### src/rtl/ring_arb_pkg.sv
// Shared types and helpers for the ring round-robin arbiter.
// Index helper supports up to 32 requesters.
package ring_arb_pkg;

  localparam int ARB_N_DEF        = 4;
  localparam int ARB_MAX_HOLD_DEF = 16;

  typedef enum logic [0:0] {
    ARB_IDLE = 1'b0,
    ARB_BUSY = 1'b1
  } arb_state_t;

  // Binary index of the set bit in a one-hot vector; 0 for an all-zero vector.
  function automatic int onehot_to_idx(input logic [31:0] onehot);
    int idx;
    idx = 0;
    for (int i = 0; i < 32; i++) begin
      if (onehot[i]) idx = i;
    end
    return idx;
  endfunction

endpackage

### src/rtl/ring_rr_pick.sv
// Combinational round-robin pick: first set req bit at or above ptr, wrapping.
module ring_rr_pick
  import ring_arb_pkg::*;
#(
  parameter int N = ARB_N_DEF
) (
  input  logic [N-1:0] req,
  input  logic [N-1:0] ptr,
  output logic [N-1:0] winner,
  output logic         any
);

  logic [2*N-1:0] dreq;
  logic [2*N-1:0] dmask;
  logic [2*N-1:0] masked;
  logic [2*N-1:0] lowest;

  // Doubling the request vector turns the wrap-around search into a plain
  // lowest-set-bit search over everything at or above the pointer slot.
  assign dreq   = {req, req};
  assign dmask  = ~({ptr, ptr} - (2*N)'(1));
  assign masked = dreq & dmask;
  assign lowest = masked & (~masked + (2*N)'(1));

  assign winner = lowest[N-1:0] | lowest[2*N-1:N];
  assign any    = |req;

endmodule

### src/rtl/ring_rr_arbiter.sv
// Round-robin arbiter with a one-hot rotating priority pointer and hold limit.
// The owner-done input is named release_gnt because "release" is a reserved word.
module ring_rr_arbiter
  import ring_arb_pkg::*;
#(
  parameter int  N        = ARB_N_DEF,
  parameter int  MAX_HOLD = ARB_MAX_HOLD_DEF,
  localparam int ID_W     = (N > 1) ? $clog2(N) : 1
) (
  input  logic            clk,
  input  logic            rst,
  input  logic [N-1:0]    req,
  input  logic            release_gnt,
  output logic [N-1:0]    gnt,
  output logic            gnt_valid,
  output logic [ID_W-1:0] gnt_id,
  output logic [N-1:0]    ptr,
  output logic            timeout
);

  localparam int HW = (MAX_HOLD > 0) ? $clog2(MAX_HOLD + 1) : 1;

  arb_state_t  state;
  logic [N-1:0] winner;
  logic         any;
  logic         owner_req;
  logic         hold_expired;
  logic         busy_exit;
  logic         timeout_only;
  logic [N-1:0] ptr_rot;

  ring_rr_pick #(.N(N)) u_pick (
    .req    (req),
    .ptr    (ptr),
    .winner (winner),
    .any    (any)
  );

  assign owner_req    = |(req & gnt);
  assign busy_exit    = (state == ARB_BUSY) && (release_gnt || !owner_req || hold_expired);
  assign timeout_only = (state == ARB_BUSY) && hold_expired && !release_gnt && owner_req;
  assign ptr_rot      = (gnt << 1) | (gnt >> (N - 1));

  // The hold counter only exists when a limit is configured.
  generate
    if (MAX_HOLD == 0) begin : g_nohold
      assign hold_expired = 1'b0;
    end else begin : g_hold
      localparam logic [HW-1:0] HOLD_LAST = HW'(MAX_HOLD - 1);
      logic [HW-1:0] hold;

      always_ff @(posedge clk or posedge rst) begin
        if (rst) begin
          hold <= '0;
        end else if (state == ARB_BUSY && !busy_exit) begin
          hold <= hold + HW'(1);
        end else begin
          hold <= '0;
        end
      end

      assign hold_expired = (hold == HOLD_LAST);
    end
  endgenerate

  always_ff @(posedge clk or posedge rst) begin
    if (rst) begin
      state     <= ARB_IDLE;
      gnt       <= '0;
      gnt_valid <= 1'b0;
      gnt_id    <= '0;
      ptr       <= N'(1);
      timeout   <= 1'b0;
    end else begin
      timeout <= 1'b0;
      case (state)
        ARB_IDLE: begin
          if (any) begin
            state     <= ARB_BUSY;
            gnt       <= winner;
            gnt_valid <= 1'b1;
            gnt_id    <= ID_W'(onehot_to_idx(32'(winner)));
          end
        end
        ARB_BUSY: begin
          // Every exit passes through idle so consecutive grants never abut.
          if (busy_exit) begin
            state     <= ARB_IDLE;
            gnt       <= '0;
            gnt_valid <= 1'b0;
            gnt_id    <= '0;
            ptr       <= ptr_rot;
            timeout   <= timeout_only;
          end
        end
        default: state <= ARB_IDLE;
      endcase
    end
  end

endmodule

### config.mk
export PLATFORM = sky130hd
export DESIGN_NAME = ring_rr_arbiter
export DESIGN_NICKNAME = d
export VERILOG_FILES = /design/src/rtl/ring_arb_pkg.sv /design/src/rtl/ring_rr_pick.sv /design/src/rtl/ring_rr_arbiter.sv
export SDC_FILE = /design/constraint.sdc
export NUM_CORES = 1
export LEC_CHECK = 0
export CAP_MARGIN = 15
export CORE_MARGIN = 2
export CORE_UTILIZATION = 30
export DETAILED_ROUTE_END_ITERATION = 6
export SLEW_MARGIN = 40
export SYNTH_ARGS = -nofsm -noshare
export SYNTH_HDL_FRONTEND = slang
export SYNTH_SLANG_ARGS = --single-unit
### constraint.sdc
create_clock -name clk -period 2.22 [get_ports clk]
set_input_delay 0.444 -clock clk [delete_from_list [all_inputs] [get_ports clk]]
set_output_delay 0.444 -clock clk [all_outputs]
set_load 0.03 [all_outputs]
-- Yosys cells after proc, flatten, opt, wreduce, memory -nomap -nowiden
Cells that the tools add are included.
Widths: inputs -> output; s select.
- register bits: 18
- input bits: 7
- output and inout port bits: 12
- mux-type cells: 18
- add/subtract/negate cells: 3
- equal/unequal tests: 3
- bitwise logic cells: 8
- reductions and logical operators: 14
- operators by type and width (kind ; number):
    $and 8x8->8 ; 2
    $not 8->8 ; 2
    $add 8x1->8 const B ; 1
    $mux 2 ; 4
    $mux 4 ; 2
    $pmux 4 s2 ; 1
    $reduce_or 4->1 ; 2
    $sub 8x1->8 const B ; 1
    $mux 1 ; 7
    $add 5x1->5 const B ; 1
    $eq 5x4->1 const B ; 1
    $logic_and 1x1->1 ; 5
    $mux 5 ; 1
    $and 4x4->4 ; 1
    $or 4x1->4 ; 1
    $or 4x4->4 ; 1
    $pmux 1 s2 ; 2
    $pmux 2 s2 ; 1
    $reduce_and 2->1 ; 2
    $logic_not 1->1 ; 3
    $logic_or 1x1->1 ; 2
    $ne 2x1->1 const B ; 1
    $ne 2x2->1 const B ; 1
    $not 1->1 ; 1

-- Longest topological paths before layout
- word-level depth: 12
- mapped depth: 6

-- By module
From an unflattened synthesis, not the netlist that was laid out.
- cells, all modules: 113
- area total of the unflattened synthesis: 1069.8 sq um
- by module, submodules not included (module ; cells an instance ; area an instance (sq um) ; instances):
    ring_rr_arbiter ; 86 ; 885.8 ; 1
    ring_rr_pick ; 27 ; 183.9 ; 1

-- Worst setup path before layout
OpenSTA, ideal clock, no wires.
- kind: flip-flop to flip-flop
- start point: register ptr[0]
- end point: register gnt_id[0]
- slack: 336 ps
- library setup time: 84 ps
- arrival: 1800 ps
- cell stages (with the launch flop): 7
- buffers on the path: 0
- path through: dfstp_2 -> inv_1 -> ha_1 -> xnor2_1 -> a221oi_1 -> nand4_1 -> a41oi_2
- longest elaborated chain between the ends: 12
- RTL lines (what ; line ; source):
    start, declared ; ring_rr_arbiter.sv:17 ; output logic [N-1:0] ptr,
    start signal, assigned ; ring_rr_arbiter.sv:92 ; ptr <= ptr_rot;
    $sub 8x1->8 (*) ; ring_rr_pick.sv:21 ; assign dmask = ~({ptr, ptr} - (2*N)'(1));
    $not 8->8 (*) ; ring_rr_pick.sv:21 ;
    $and 8x8->8 (*) ; ring_rr_pick.sv:22 ; assign masked = dreq & dmask;
    $not 8->8 ; ring_rr_pick.sv:23 ; assign lowest = masked & (~masked + (2*N)'(1));
    $add 8x1->8 ; ring_rr_pick.sv:23 ;
    $and 8x8->8 (*) ; ring_rr_pick.sv:23 ;
    $or 4x4->4 (*) ; ring_rr_pick.sv:25 ; assign winner = lowest[N-1:0] | lowest[2*N-1:N];
    $mux 1 ; ring_arb_pkg.sv:18 ; if (onehot[i]) idx = i;
    $mux 2 ; ring_arb_pkg.sv:18 ;
    $mux 2 (*) ; ring_arb_pkg.sv:18 ;
    $mux 2 (*) ; ring_rr_arbiter.sv:78 ; if (any) begin
    $pmux 2 s2 (*) ; ring_rr_arbiter.sv:76 ; case (state)
    end signal, assigned ; ring_rr_arbiter.sv:82 ; gnt_id <= ID_W'(onehot_to_idx(32'(winner)));
    end, declared ; ring_rr_arbiter.sv:16 ; output logic [ID_W-1:0] gnt_id,
Mark *: on every way between the ends. The rest lies on a longest branch, timed or not. The select of a mux whose other input is x is not followed.
A chain may end at the register's enable or synchronous reset.

-- Worst setup path after layout
- start point: register ptr[0]
- end point: output port ptr[0]
No word-level cell between the ends.

==> results.yml <==
yosys:
  yosysUniqueCellTypes: 44
  synthMostInstantiatedCell: "dfrtp_1"
  synth-main-ff-cell: "dfrtp_1"
  synth_edf_count: 0
  syn_nets: 106
  yosysWarnings: 0
  syn_inst: 96
  syn_area_per_cell_sq_um: 10.37
  synth-seq-cells: 18
  syn_area_sq_um: 996.0
  seq_area_frac_synth_pct: 45.35
  synth_common_cells: "dfrtp_1 (17), inv_1 (9), nand2_1 (8), nor2_1 (5), nand3_1 (4)"
  synth_top_area_share_pct: 42.71
  synth.area.top_cells: "dfrtp_1 (43%), ha_1 (3.8%), inv_1 (3.4%), mux2_4 (3.0%), nand2_1 (3.0%)"
  synth_area_leader_cell: "dfrtp_1"
  async_reset_ff_share_pct: 100.0
power_and_ir_drop:
  power_leakage_nw: 0.5163
  peakVddDrop_mv: 0.3813
  cellPowerDensity_mw_per_mm2: 1243
worst_setup_path:
  crit_family: "buffers and inverters"
  critical_path_cell_count: 1
  crit_path_end: "ptr[0]"
  reg2reg_from: "ptr[0]$_DFFE_PP1P_"
  rrSetupSlack_ns: 0.21
  critPathLaunchType: "flip-flop"
  reg2reg_depth: 6
  max_stage_delay_ns: 0.69
  r2r_end: "gnt_id[0]$_DFFE_PP0P_"
  worst-path-max-fanout: 9
  cp_slowest_cell: "clkdlybuf4s50_1"
  end_kind: "output port"
  worstPathArrival_ns: 1.62
  crit_chain: "clkdlybuf4s50_1"
  worstSetupStartpoint: "ptr[0]$_DFFE_PP1P_"
  path_buf_inv: 1
  required_ns: 1.78
  critPathKind: "flip-flop to output port"
floorplanning:
  start_util_pct: 32.10
  rows: 20
  die_h_um: 61.62
  core_sq_mm: 0.003103
  dieArea_sq_mm: 0.003797
  pin_count: 19
  dieWidth_um: 61.62
route:
  routed_wl_mm: 2.090
  drt-wirelength-per-cell_um: 13.06
  drcViolationCount: 0
  num_vias: 787
  dr.pass1.iters: 4
  vias_per_cell: 4.919
  drt_iter0_markers: 20
  ant_nets: 0
sta:
  max_clock_freq_mhz: 485.3
  rsz0062_at_grt: "no"
  tns_ns: 0
  setup_viol: 0
  relSlewSlack_pct: 53.26
  finClkSkew_ns: 0.005904
  maxSlewViolCount: 0
  finalCritPeriodShare_pct: 92.83
  worst_slew_pin_slew_ns: 0.7003
  hold_viol_final: 0
  period_needed_ns: 2.061
global_routing:
  antenna_found_initial: 0
  met3_usage_pct: 3.361
  grtUsageMet1_pct: 17.53
  gr-usage-met2_pct: 19.85
  grt_pass1_vias: 797
  grt_first_pass_wirelength_mm: 3.567
  grt.busiest_layer: "met2"
  grt_usage_pct: 12.60
  grt_max_degree: 19
  grt-ovfl-total: 0
cts:
  ctsResizeCount: 0
  cts_max_level: 1
  cts_hold_buf: 0
  cts_root_buf: "clkbuf_4"
  cts.sinks: 18
  tritoncts: "done"
  cts-buffers-inserted: 3
  clock_latency_ns: 0.29
  post_cts_buffers: 0
  clkSlewWorstSetupHoldPaths_ns: 0.10
  cts_buffer_depth: 2
finish:
  layout-drive-gt1-share_pct: 15.52
  syn_to_final_growth_pct: 25.63
  antennaDiodeCount: 0
  nets: 127
  n_fill_cell: 338
  regArea_sq_um: 451.7
  multiInputGateArea_sq_um: 486.7
  fin_util_pct: 40.32
run:
  maxCapViolations: 0
placed_design:
  dp_hpwl_mm: 1.618
  gp_congestion: 0.8361
  io_buffers: 18
worst_hold_path:
  hp-class: "flip-flop to flip-flop"
status:
  outcome: "finished, final reports clean"
-- layout make-up --
type | instances | area share [%]
Inverter | 9 | 2.700
Sequential cell | 18 | 36.10
Multi-Input combinational cell | 66 | 38.90
Timing Repair Buffer | 19 | 15.00
Clock buffer | 4 | 2.900
Tap cell | 44 | 4.400
-- worst min-delay path by stage --
stage	startpoint	end	slack, ns	depth (start not counted)
after global placement	g_hold.hold[0]$_DFF_PP0_	g_hold.hold[0]$_DFF_PP0_	0.45	1
after floorplan	rst	g_hold.hold[0]$_DFF_PP0_	0.38	1
final	g_hold.hold[0]$_DFF_PP0_	g_hold.hold[0]$_DFF_PP0_	0.47	1
after global routing	g_hold.hold[0]$_DFF_PP0_	g_hold.hold[0]$_DFF_PP0_	0.51	1
after detailed placement	g_hold.hold[0]$_DFF_PP0_	g_hold.hold[0]$_DFF_PP0_	0.46	1
after CTS	g_hold.hold[0]$_DFF_PP0_	g_hold.hold[0]$_DFF_PP0_	0.47	1
-- through the flow --
step | instance area (sq um) | instances | hold WS (ns) | worst slack (ns) | power (W)
final | 1251 | 160 | 0.4668 | 0.1593 | 0.001556
after detailed placement | 1215 | 156 | 0.4564 | 0.09952 | 0.001363
after floorplan | 996.0 | 96 | 0.3818 | 0.3359 | 0.001141
after CTS | 1251 | 160 | 0.4701 | 0.1389 | 0.001574
after global placement | 1215 | 156 | 0.4484 | 0.1418 | 0.001360
after global routing | 1251 | 160 | 0.5102 | 0.03303 | 0.001675
-- per-layer routing --
layer	vias up	part of all wire (%)
met4	0	0
met3	0	3.3
met2	13	49
met5	-	0
met1	385	48
li1	389	-
-- power breakdown --
part           leakage [nW]  switching (W)  total, W  internal, W
Sequential            0.238       0.000111  0.000523     0.000412
Combinational         0.257       0.000458  0.000832     0.000375
Clock                0.0210       0.000100  0.000200    0.0000999
Total                 0.516       0.000669   0.00156     0.000887
-- layout by cell type, fill, tap and decap left out, types with 2 or more instances in the layout --
master	n
o21ai_1	3
nor4_1	2
nand4_1	2
o22ai_1	2
dfrtp_1	17
a22oi_2	2
nand3_1	4
nand2_1	8
inv_1	9
ha_1	3
mux2_4	2
xnor2_1	2
nor2_1	5
and3_1	2
o211ai_1	3
clkdlybuf4s50_1	18
a211oi_1	2
clkbuf_4	3
-- cell families (layout without fill, tap and decap cells) --
family / Yosys count / in the layout / synth area share (%)
and+or+nand+nor: 35 / 35 / 19.35
AOI/OAI and AO/OA: 22 / 22 / 19.10
DFF: 18 / 18 / 45.35
buffers and inverters: 12 / 32 / 5.778
adders and majority gates: 3 / 3 / 3.769
xor gates and xnor gates: 3 / 3 / 2.639
muxes: 3 / 3 / 4.020
-- state kept, by name, summed over array words and instances, names as in the netlist --
signal,count
g_hold.hold,5
gnt,4
gnt_id,2
gnt_valid,1
ptr,4
state,1
timeout,1
Note: power is estimated with default switching activity, not from simulation.
